**src/rtl/keypad_pkg.sv**
```systemverilog
// Shared key codes, debouncer state encoding and key classification helpers
// for the keypad entry buffer.
package keypad_pkg;

  localparam logic [4:0] KEY_NONE    = 5'd16;
  localparam logic [4:0] KEY_INVALID = 5'd17;
  localparam logic [4:0] KEY_STAR    = 5'hE;
  localparam logic [4:0] KEY_HASH    = 5'hF;
  localparam logic [4:0] KEY_FUNC_A  = 5'hA;
  localparam logic [4:0] KEY_FUNC_B  = 5'hB;
  localparam logic [4:0] KEY_FUNC_C  = 5'hC;
  localparam logic [4:0] KEY_FUNC_D  = 5'hD;

  typedef enum logic [2:0] {
    ST_IDLE      = 3'd0,
    ST_PRESS_CHK = 3'd1,
    ST_ACCEPT    = 3'd2,
    ST_HELD      = 3'd3,
    ST_REL_CHK   = 3'd4
  } deb_state_e;

  // Invalid and any out-of-range code behave exactly like "no key".
  function automatic logic is_none(logic [4:0] code);
    return (code == KEY_NONE) || (code >= KEY_INVALID);
  endfunction

  function automatic logic is_func(logic [4:0] code);
    return (code == KEY_FUNC_A) || (code == KEY_FUNC_B) ||
           (code == KEY_FUNC_C) || (code == KEY_FUNC_D);
  endfunction

endpackage

```
**src/rtl/keypad_entry_buffer_if.sv**
```systemverilog
// Consumer-side bundle of the keypad entry buffer: committed number with
// valid/ack handshake, function-key event and error pulse.
interface keypad_entry_buffer_if #(
  parameter int N_DIG = 3
) ();

  logic [4*N_DIG-1:0] valor_bcd;
  logic               dato_valido;
  logic               dato_ack;
  logic               func_valid;
  logic [1:0]         func_code;
  logic               error;

  modport master (
    output valor_bcd, dato_valido, func_valid, func_code, error,
    input  dato_ack
  );

  modport slave (
    input  valor_bcd, dato_valido, func_valid, func_code, error,
    output dato_ack
  );

endinterface

```
**src/rtl/key_debouncer.sv**
```systemverilog
// Debounces the scanner key code and emits one key_event per physical press.
// state     | meaning
// IDLE      | no key; waiting for a non-none code
// PRESS_CHK | counting consecutive samples equal to the captured code
// ACCEPT    | one cycle: key_event asserted with key_code
// HELD      | key accepted and still down; never repeats
// REL_CHK   | counting consecutive none samples before re-arming
module key_debouncer
  import keypad_pkg::*;
#(
  parameter int DEB_CNT = 3
) (
  input  logic       clk,
  input  logic       rst,
  input  logic [4:0] tecla,
  output logic       key_event,
  output logic [4:0] key_code
);

  // The sample that leaves IDLE/HELD already counts, so the timer holds the
  // number of further samples still needed minus one.
  localparam int         RELOAD_I = (DEB_CNT > 1) ? DEB_CNT - 2 : 0;
  localparam logic [3:0] RELOAD   = 4'(RELOAD_I);
  localparam logic       SINGLE   = (DEB_CNT <= 1);

  deb_state_e state, state_nxt;
  logic [3:0] cnt, cnt_nxt;
  logic [4:0] cap, cap_nxt;
  logic       no_key;

  assign no_key = is_none(tecla);

  always_ff @(posedge clk) begin
    if (rst) begin
      state <= ST_IDLE;
      cnt   <= '0;
      cap   <= '0;
    end else begin
      state <= state_nxt;
      cnt   <= cnt_nxt;
      cap   <= cap_nxt;
    end
  end

  always_comb begin
    state_nxt = state;
    cnt_nxt   = cnt;
    cap_nxt   = cap;
    case (state)
      ST_IDLE: begin
        if (!no_key) begin
          cap_nxt   = tecla;
          cnt_nxt   = RELOAD;
          state_nxt = SINGLE ? ST_ACCEPT : ST_PRESS_CHK;
        end
      end
      ST_PRESS_CHK: begin
        if (tecla != cap)    state_nxt = ST_IDLE;
        else if (cnt == '0)  state_nxt = ST_ACCEPT;
        else                 cnt_nxt   = cnt - 4'd1;
      end
      ST_ACCEPT: state_nxt = ST_HELD;
      ST_HELD: begin
        if (no_key) begin
          cnt_nxt   = RELOAD;
          state_nxt = SINGLE ? ST_IDLE : ST_REL_CHK;
        end
      end
      ST_REL_CHK: begin
        if (!no_key)         state_nxt = ST_HELD;
        else if (cnt == '0)  state_nxt = ST_IDLE;
        else                 cnt_nxt   = cnt - 4'd1;
      end
      default: state_nxt = ST_IDLE;
    endcase
  end

  assign key_event = (state == ST_ACCEPT);
  assign key_code  = cap;

endmodule

```
**src/rtl/keypad_entry_buffer.sv**
```systemverilog
// Keypad entry buffer: debounced digit entry into a BCD edit buffer, commit
// via valid/ack handshake, function-key events. Build option KEYPAD_BACKSPACE_EN
// makes '*' delete the last digit instead of clearing the buffer.
module keypad_entry_buffer
  import keypad_pkg::*;
#(
  parameter int N_DIG   = 3,
  parameter int DEB_CNT = 3
) (
  input  logic                 clk,
  input  logic                 rst,
  input  logic [4:0]           tecla,
  input  logic                 enter,
  output logic [1:0]           n_digitos,
  output logic [4*N_DIG-1:0]   buf_bcd,
  keypad_entry_buffer_if.master bus
);

  if (N_DIG < 1 || N_DIG > 3) begin : g_bad_ndig
    $error("keypad_entry_buffer: N_DIG must be 1..3");
  end

  localparam int         W     = 4 * N_DIG;
  localparam logic [1:0] N_MAX = 2'(N_DIG);

  logic         key_event;
  logic [4:0]   key_code;

  logic [W-1:0] buf_q, buf_n, valor_q, valor_n, dig_ext;
  logic [1:0]   n_q, n_n;
  logic         valido_q, valido_n;
  logic         fv_q, fv_n, err_q, err_n;
  logic [1:0]   fc_q, fc_n;
  logic         enter_q;
  logic [4:0]   fdiff;
  logic         is_digit, is_hash, is_star, is_fn;
  logic         commit_req, commit_ok;

  key_debouncer #(.DEB_CNT(DEB_CNT)) u_deb (
    .clk       (clk),
    .rst       (rst),
    .tecla     (tecla),
    .key_event (key_event),
    .key_code  (key_code)
  );

  assign is_digit   = key_event && (key_code < 5'd10);
  assign is_hash    = key_event && (key_code == KEY_HASH);
  assign is_star    = key_event && (key_code == KEY_STAR);
  assign is_fn      = key_event && is_func(key_code);
  assign fdiff      = key_code - KEY_FUNC_A;
  // '#' and an enter edge in the same cycle collapse into one request.
  assign commit_req = is_hash || (enter && !enter_q);
  assign commit_ok  = commit_req && (n_q != 2'd0) && !valido_q;

  always_comb begin
    buf_n    = buf_q;
    n_n      = n_q;
    valor_n  = valor_q;
    valido_n = valido_q;
    fv_n     = is_fn;
    fc_n     = fc_q;
    err_n    = commit_req && !commit_ok;
    dig_ext  = '0;
    dig_ext[3:0] = key_code[3:0];

    if (valido_q && bus.dato_ack) valido_n = 1'b0;

    // Commit is applied first so a coincident digit lands in the fresh buffer.
    if (commit_ok) begin
      valor_n  = buf_q;
      valido_n = 1'b1;
      buf_n    = '0;
      n_n      = 2'd0;
    end

    if (is_digit) begin
      if (n_n < N_MAX) begin
        buf_n = (buf_n << 4) | dig_ext;
        n_n   = n_n + 2'd1;
      end else begin
        err_n = 1'b1;
      end
    end

    if (is_star) begin
`ifdef KEYPAD_BACKSPACE_EN
      if (n_n != 2'd0) begin
        buf_n = buf_n >> 4;
        n_n   = n_n - 2'd1;
      end
`else
      buf_n = '0;
      n_n   = 2'd0;
`endif
    end

    if (is_fn) fc_n = fdiff[1:0];
  end

  always_ff @(posedge clk) begin
    if (rst) begin
      buf_q    <= '0;
      n_q      <= '0;
      valor_q  <= '0;
      valido_q <= 1'b0;
      fv_q     <= 1'b0;
      fc_q     <= '0;
      err_q    <= 1'b0;
      enter_q  <= 1'b0;
    end else begin
      buf_q    <= buf_n;
      n_q      <= n_n;
      valor_q  <= valor_n;
      valido_q <= valido_n;
      fv_q     <= fv_n;
      fc_q     <= fc_n;
      err_q    <= err_n;
      enter_q  <= enter;
    end
  end

  assign buf_bcd         = buf_q;
  assign n_digitos       = n_q;
  assign bus.valor_bcd   = valor_q;
  assign bus.dato_valido = valido_q;
  assign bus.func_valid  = fv_q;
  assign bus.func_code   = fc_q;
  assign bus.error       = err_q;

endmodule

```
**src/flat_wrapper.sv**
```systemverilog
// flat-port wrapper written by rule: the top's interface ports become plain ports
module keypad_entry_buffer_flat import keypad_pkg::*;
#(
  parameter int N_DIG   = 3,
  parameter int DEB_CNT = 3
)
  (clk, rst, tecla, enter, n_digitos, buf_bcd, bus_valor_bcd, bus_dato_valido, bus_func_valid, bus_func_code, bus_error, bus_dato_ack);
  keypad_entry_buffer_if #(.N_DIG(N_DIG)) bus_i ();
  input  logic clk;
  input  logic rst;
  input  logic [4:0] tecla;
  input  logic enter;
  output logic [1:0] n_digitos;
  output logic [4*N_DIG-1:0] buf_bcd;
  output wire logic [$bits(bus_i.valor_bcd)-1:0] bus_valor_bcd;
  output wire logic [$bits(bus_i.dato_valido)-1:0] bus_dato_valido;
  output wire logic [$bits(bus_i.func_valid)-1:0] bus_func_valid;
  output wire logic [$bits(bus_i.func_code)-1:0] bus_func_code;
  output wire logic [$bits(bus_i.error)-1:0] bus_error;
  input wire logic [$bits(bus_i.dato_ack)-1:0] bus_dato_ack;
  assign bus_valor_bcd = bus_i.valor_bcd;
  assign bus_dato_valido = bus_i.dato_valido;
  assign bus_func_valid = bus_i.func_valid;
  assign bus_func_code = bus_i.func_code;
  assign bus_error = bus_i.error;
  assign bus_i.dato_ack = bus_dato_ack;
  keypad_entry_buffer #(.N_DIG(N_DIG), .DEB_CNT(DEB_CNT)) u_core (.clk(clk), .rst(rst), .tecla(tecla), .enter(enter), .n_digitos(n_digitos), .buf_bcd(buf_bcd), .bus(bus_i));
endmodule
```
**config.mk**
```make
export PLATFORM = sky130hd
export DESIGN_NAME = keypad_entry_buffer_flat
export DESIGN_NICKNAME = d
export VERILOG_FILES = /design/src/rtl/keypad_pkg.sv /design/src/rtl/keypad_entry_buffer_if.sv /design/src/rtl/key_debouncer.sv /design/src/rtl/keypad_entry_buffer.sv /design/src/flat_wrapper.sv
export SDC_FILE = /design/constraint.sdc
export NUM_CORES = 1
export LEC_CHECK = 0
export CORE_ASPECT_RATIO = 1.1
export CORE_MARGIN = 3
export CORE_UTILIZATION = 45
export CTS_BUF_LIST = sky130_fd_sc_hd__clkbuf_4 sky130_fd_sc_hd__clkbuf_8
export DETAILED_ROUTE_END_ITERATION = 6
export DONT_BUFFER_PORTS = 1
export PLACE_DENSITY = 0.68
export SKIP_LAST_GASP = 1
export SLEW_MARGIN = 30
export SYNTH_ARGS = -nofsm -noshare
export SYNTH_HDL_FRONTEND = slang
export SYNTH_SLANG_ARGS = --single-unit
```
**constraint.sdc**
```tcl
create_clock -name clk -period 5.4 [get_ports clk]
set_input_delay 1.08 -clock clk [delete_from_list [all_inputs] [get_ports clk]]
set_output_delay 1.08 -clock clk [all_outputs]
set_load 0.02 [all_outputs]
```
==> impl_metrics.toml <==
[hold_path]
whs_path_depth = 1
min_from = "u_core.u_deb.cnt[0]"
hp-class = "flip-flop to flip-flop"
hold_end = "u_core.u_deb.cnt[0]"

[critical_path]
endpoint_kind = "flip-flop"
criticalPathCategory = "input pin to flip-flop"
required_ns = 5.63
slowest_delay_ns = 0.39
crit_fanout = 5
crit_slowest_cell = "nor4_4"
crit_chain = "xor2_1 > nor4_4 > a21oi_1 > or3_1 > a21oi_1"
worstSetupStartpointType = "input pin"
timing.rr.end = "u_core.buf_bcd[0]"
r2r_start = "u_core.u_deb.state[1]"
cp_common_cell = "a21oi_1"
r2r_slack_ns = 3.42
reg2reg_depth = 5
worstPathArrival_ns = 2.24

[floorplanning]
core_um2 = 4110
ioPinCount = 40
start_util_pct = 48.2
num_rows = 24
die_w_um = 69.3
dieHeight_um = 75.6
die-area_um2 = 5240

[global_route]
grtUsageTotal_pct = 15.0
gr-total-overflow = 0
grt_start_max_net_pins = 31
grt_antenna_before_repair = 0
grt_pass1_wl_mm = 6.21
first_global_vias = 1330

[routing]
detail-route-antenna-nets = 0
drtIter0Drc = 56
via_per_inst = 5.49
wirelength_mm = 3.83
wl_per_cell_um = 14.3
via_count = 1472
drc = 0
drt_pass1_iterations = 4

[power]
power_density_nw_per_um2 = 318
power_mw = 0.658
p_leak_nw = 0.722
vdd.ir_drop.worst_mv = 0.161

[timing]
relSlewSlack_pct = 49.2
rsz0062_at_grt = "false"
min_period_ns = 2.02
hold-worst-slack_ns = 0.494
clock_skew_ns = 0.0100
finalCritPeriodShare_pct = 37.3
fin_setup_tns_ns = 0
finalHoldViolations = 0
setup_slack_ns = 3.38
setup_violations = 0
fmax_mhz = 496
worst_pin_slew_ns = 0.755
slew_violations = 0

[clock_network]
cts-root-buf = "clkbuf_8"
clkTransAtPathRegs_ns = 0.08
postCtsResizedCells = 0
clk_latency_ns = 0.30
clock_tree.htree_level_count = 2
cts_inserted_buffers = 5
cts_tree = "yes"
cts_buffer_depth = 2
clock-sinks = 44
post_cts_buffers = 0
holdBufCountCts = 0

[final_layout]
nets = 225
antenna_cells = 0
post-route-util_pct = 50.2
nFillCells = 398
area_growth_pct = 4.10
regArea_um2 = 881
layout-drive-gt1-share_pct = 8.33
multi_input_area_um2 = 990

[logic_synthesis]
async_flop_share_pct = 0
synth_warnings = 0
yosys-top-cells-count = "44 x dfxtp_1, 34 x nand2_1, 25 x nor2_1, 24 x a21oi_1, 13 x mux2i_1"
syn_area_um2 = 1980
ys.flop_type = "dfxtp_1"
synth-seq-area-share_pct = 44.4
syn_area_per_cell_um2 = 8.90
syn-num-nets = 233
yosys.cell_types.count = 42
synth_edf_count = 0
synth.largest_area_cell = "dfxtp_1"
yosys_register_bits = 44
netlist_instances = 223
yosysMostFrequentCell = "dfxtp_1"
synth_area_leaders = "dfxtp_1 44%, mux2i_1 6.6%, nand2_1 6.4%"
netlist.area_leader.share_pct = 44.4

[placement]
io_buffer_count = 0
pre_cts_slack_ns = 3.09
place_congestion = 0.863
dp_hpwl_mm = 2.67

[outcome]
outcome = "complete, no violations"

[job]
max_cap_viol_count = 0
## flip-flops by register name, summed over array words and instances (netlist names)
name,count
u_core.buf_bcd,12
u_core.bus.valor_bcd,12
u_core.u_deb.key_code,5
u_core.u_deb.cnt,4
u_core.u_deb.state,3
u_core.bus.func_code,2
u_core.n_digitos,2
u_core.bus.dato_valido,1
u_core.bus.error,1
u_core.bus.func_valid,1
u_core.enter_q,1
## placed cells by master, fill, tap and decap left out, drive strengths merged, types with 2 or more instances in the layout
cell / count
dfxtp: 44
nand2: 34
nor2: 25
a21oi: 24
mux2i: 13
o21ai: 6
xor2: 6
inv: 5
clkbuf: 5
nand2b: 4
or3: 4
nand3b: 4
nand3: 3
nor2b: 3
nor3: 3
a211oi: 3
and4: 2
a21o: 2
a32oi: 2
or2: 2
a21boi: 2
nor4: 2
## per-stage QoR
stage	std cells	area [um2]
floorplan	223	1980
global placement	260	1950
detailed placement	260	1950
CTS	268	2070
global route	268	2070
finish	268	2070
## how the worst max path moves through the flow
stage                          startpoint                  end  cells after the start
finish                           tecla[1]  u_core.u_deb.cnt[2]                      5
global route        u_core.u_deb.state[1]    u_core.buf_bcd[2]                      5
CTS                              tecla[1]  u_core.u_deb.cnt[3]                      5
detailed placement               tecla[1]  u_core.u_deb.cnt[3]                      5
global placement                 tecla[1]  u_core.u_deb.cnt[2]                      5
floorplan                        tecla[4]  u_core.u_deb.cnt[3]                      6
## per-layer routing
| metal | wire length [um] | share of wire [%] | GRT usage (%) |
|---|---|---|---|
| met5 | 0 | 0 | 0 |
| met4 | 65 | 1.7 | 7.81 |
| met3 | 221 | 5.8 | 5.80 |
| met2 | 1780 | 46 | 23.3 |
| met1 | 1770 | 46 | 18.4 |
## logic make-up after synthesis
kind of cell | count (synthesis) | synth area share (%)
xor gates and xnor gates | 6 | 2.65
DFF | 44 | 44.4
AOI/OAI and AO/OA | 47 | 16.0
adders and majority gates | 1 | 0.630
and+or+nand+nor | 92 | 24.0
muxes | 13 | 6.56
buffers and inverters | 20 | 5.74
## layout make-up
class | instances | share of cell area [%]
multi-input combinational | 159 | 47.9
sequential | 44 | 42.6
clock buffer | 5 | 3.33
tap | 52 | 3.15
clock inverter | 3 | 2.06
inverter | 5 | 0.909
## power by group
group	leakage (nW)	internal, mW	switching (mW)
Combinational	0.311	0.0282	0.0329
Clock	0.0541	0.137	0.110
Sequential	0.356	0.332	0.0169
## critical path, delay by kind of cell
| kind | cells | cell delay [ns] |
|---|---|---|
| AOI/OAI and AO/OA | 2 | 0.30 |
| xor gates and xnor gates | 1 | 0.15 |
| and+or+nand+nor | 2 | 0.71 |
(Power assumes the default switching activity.)
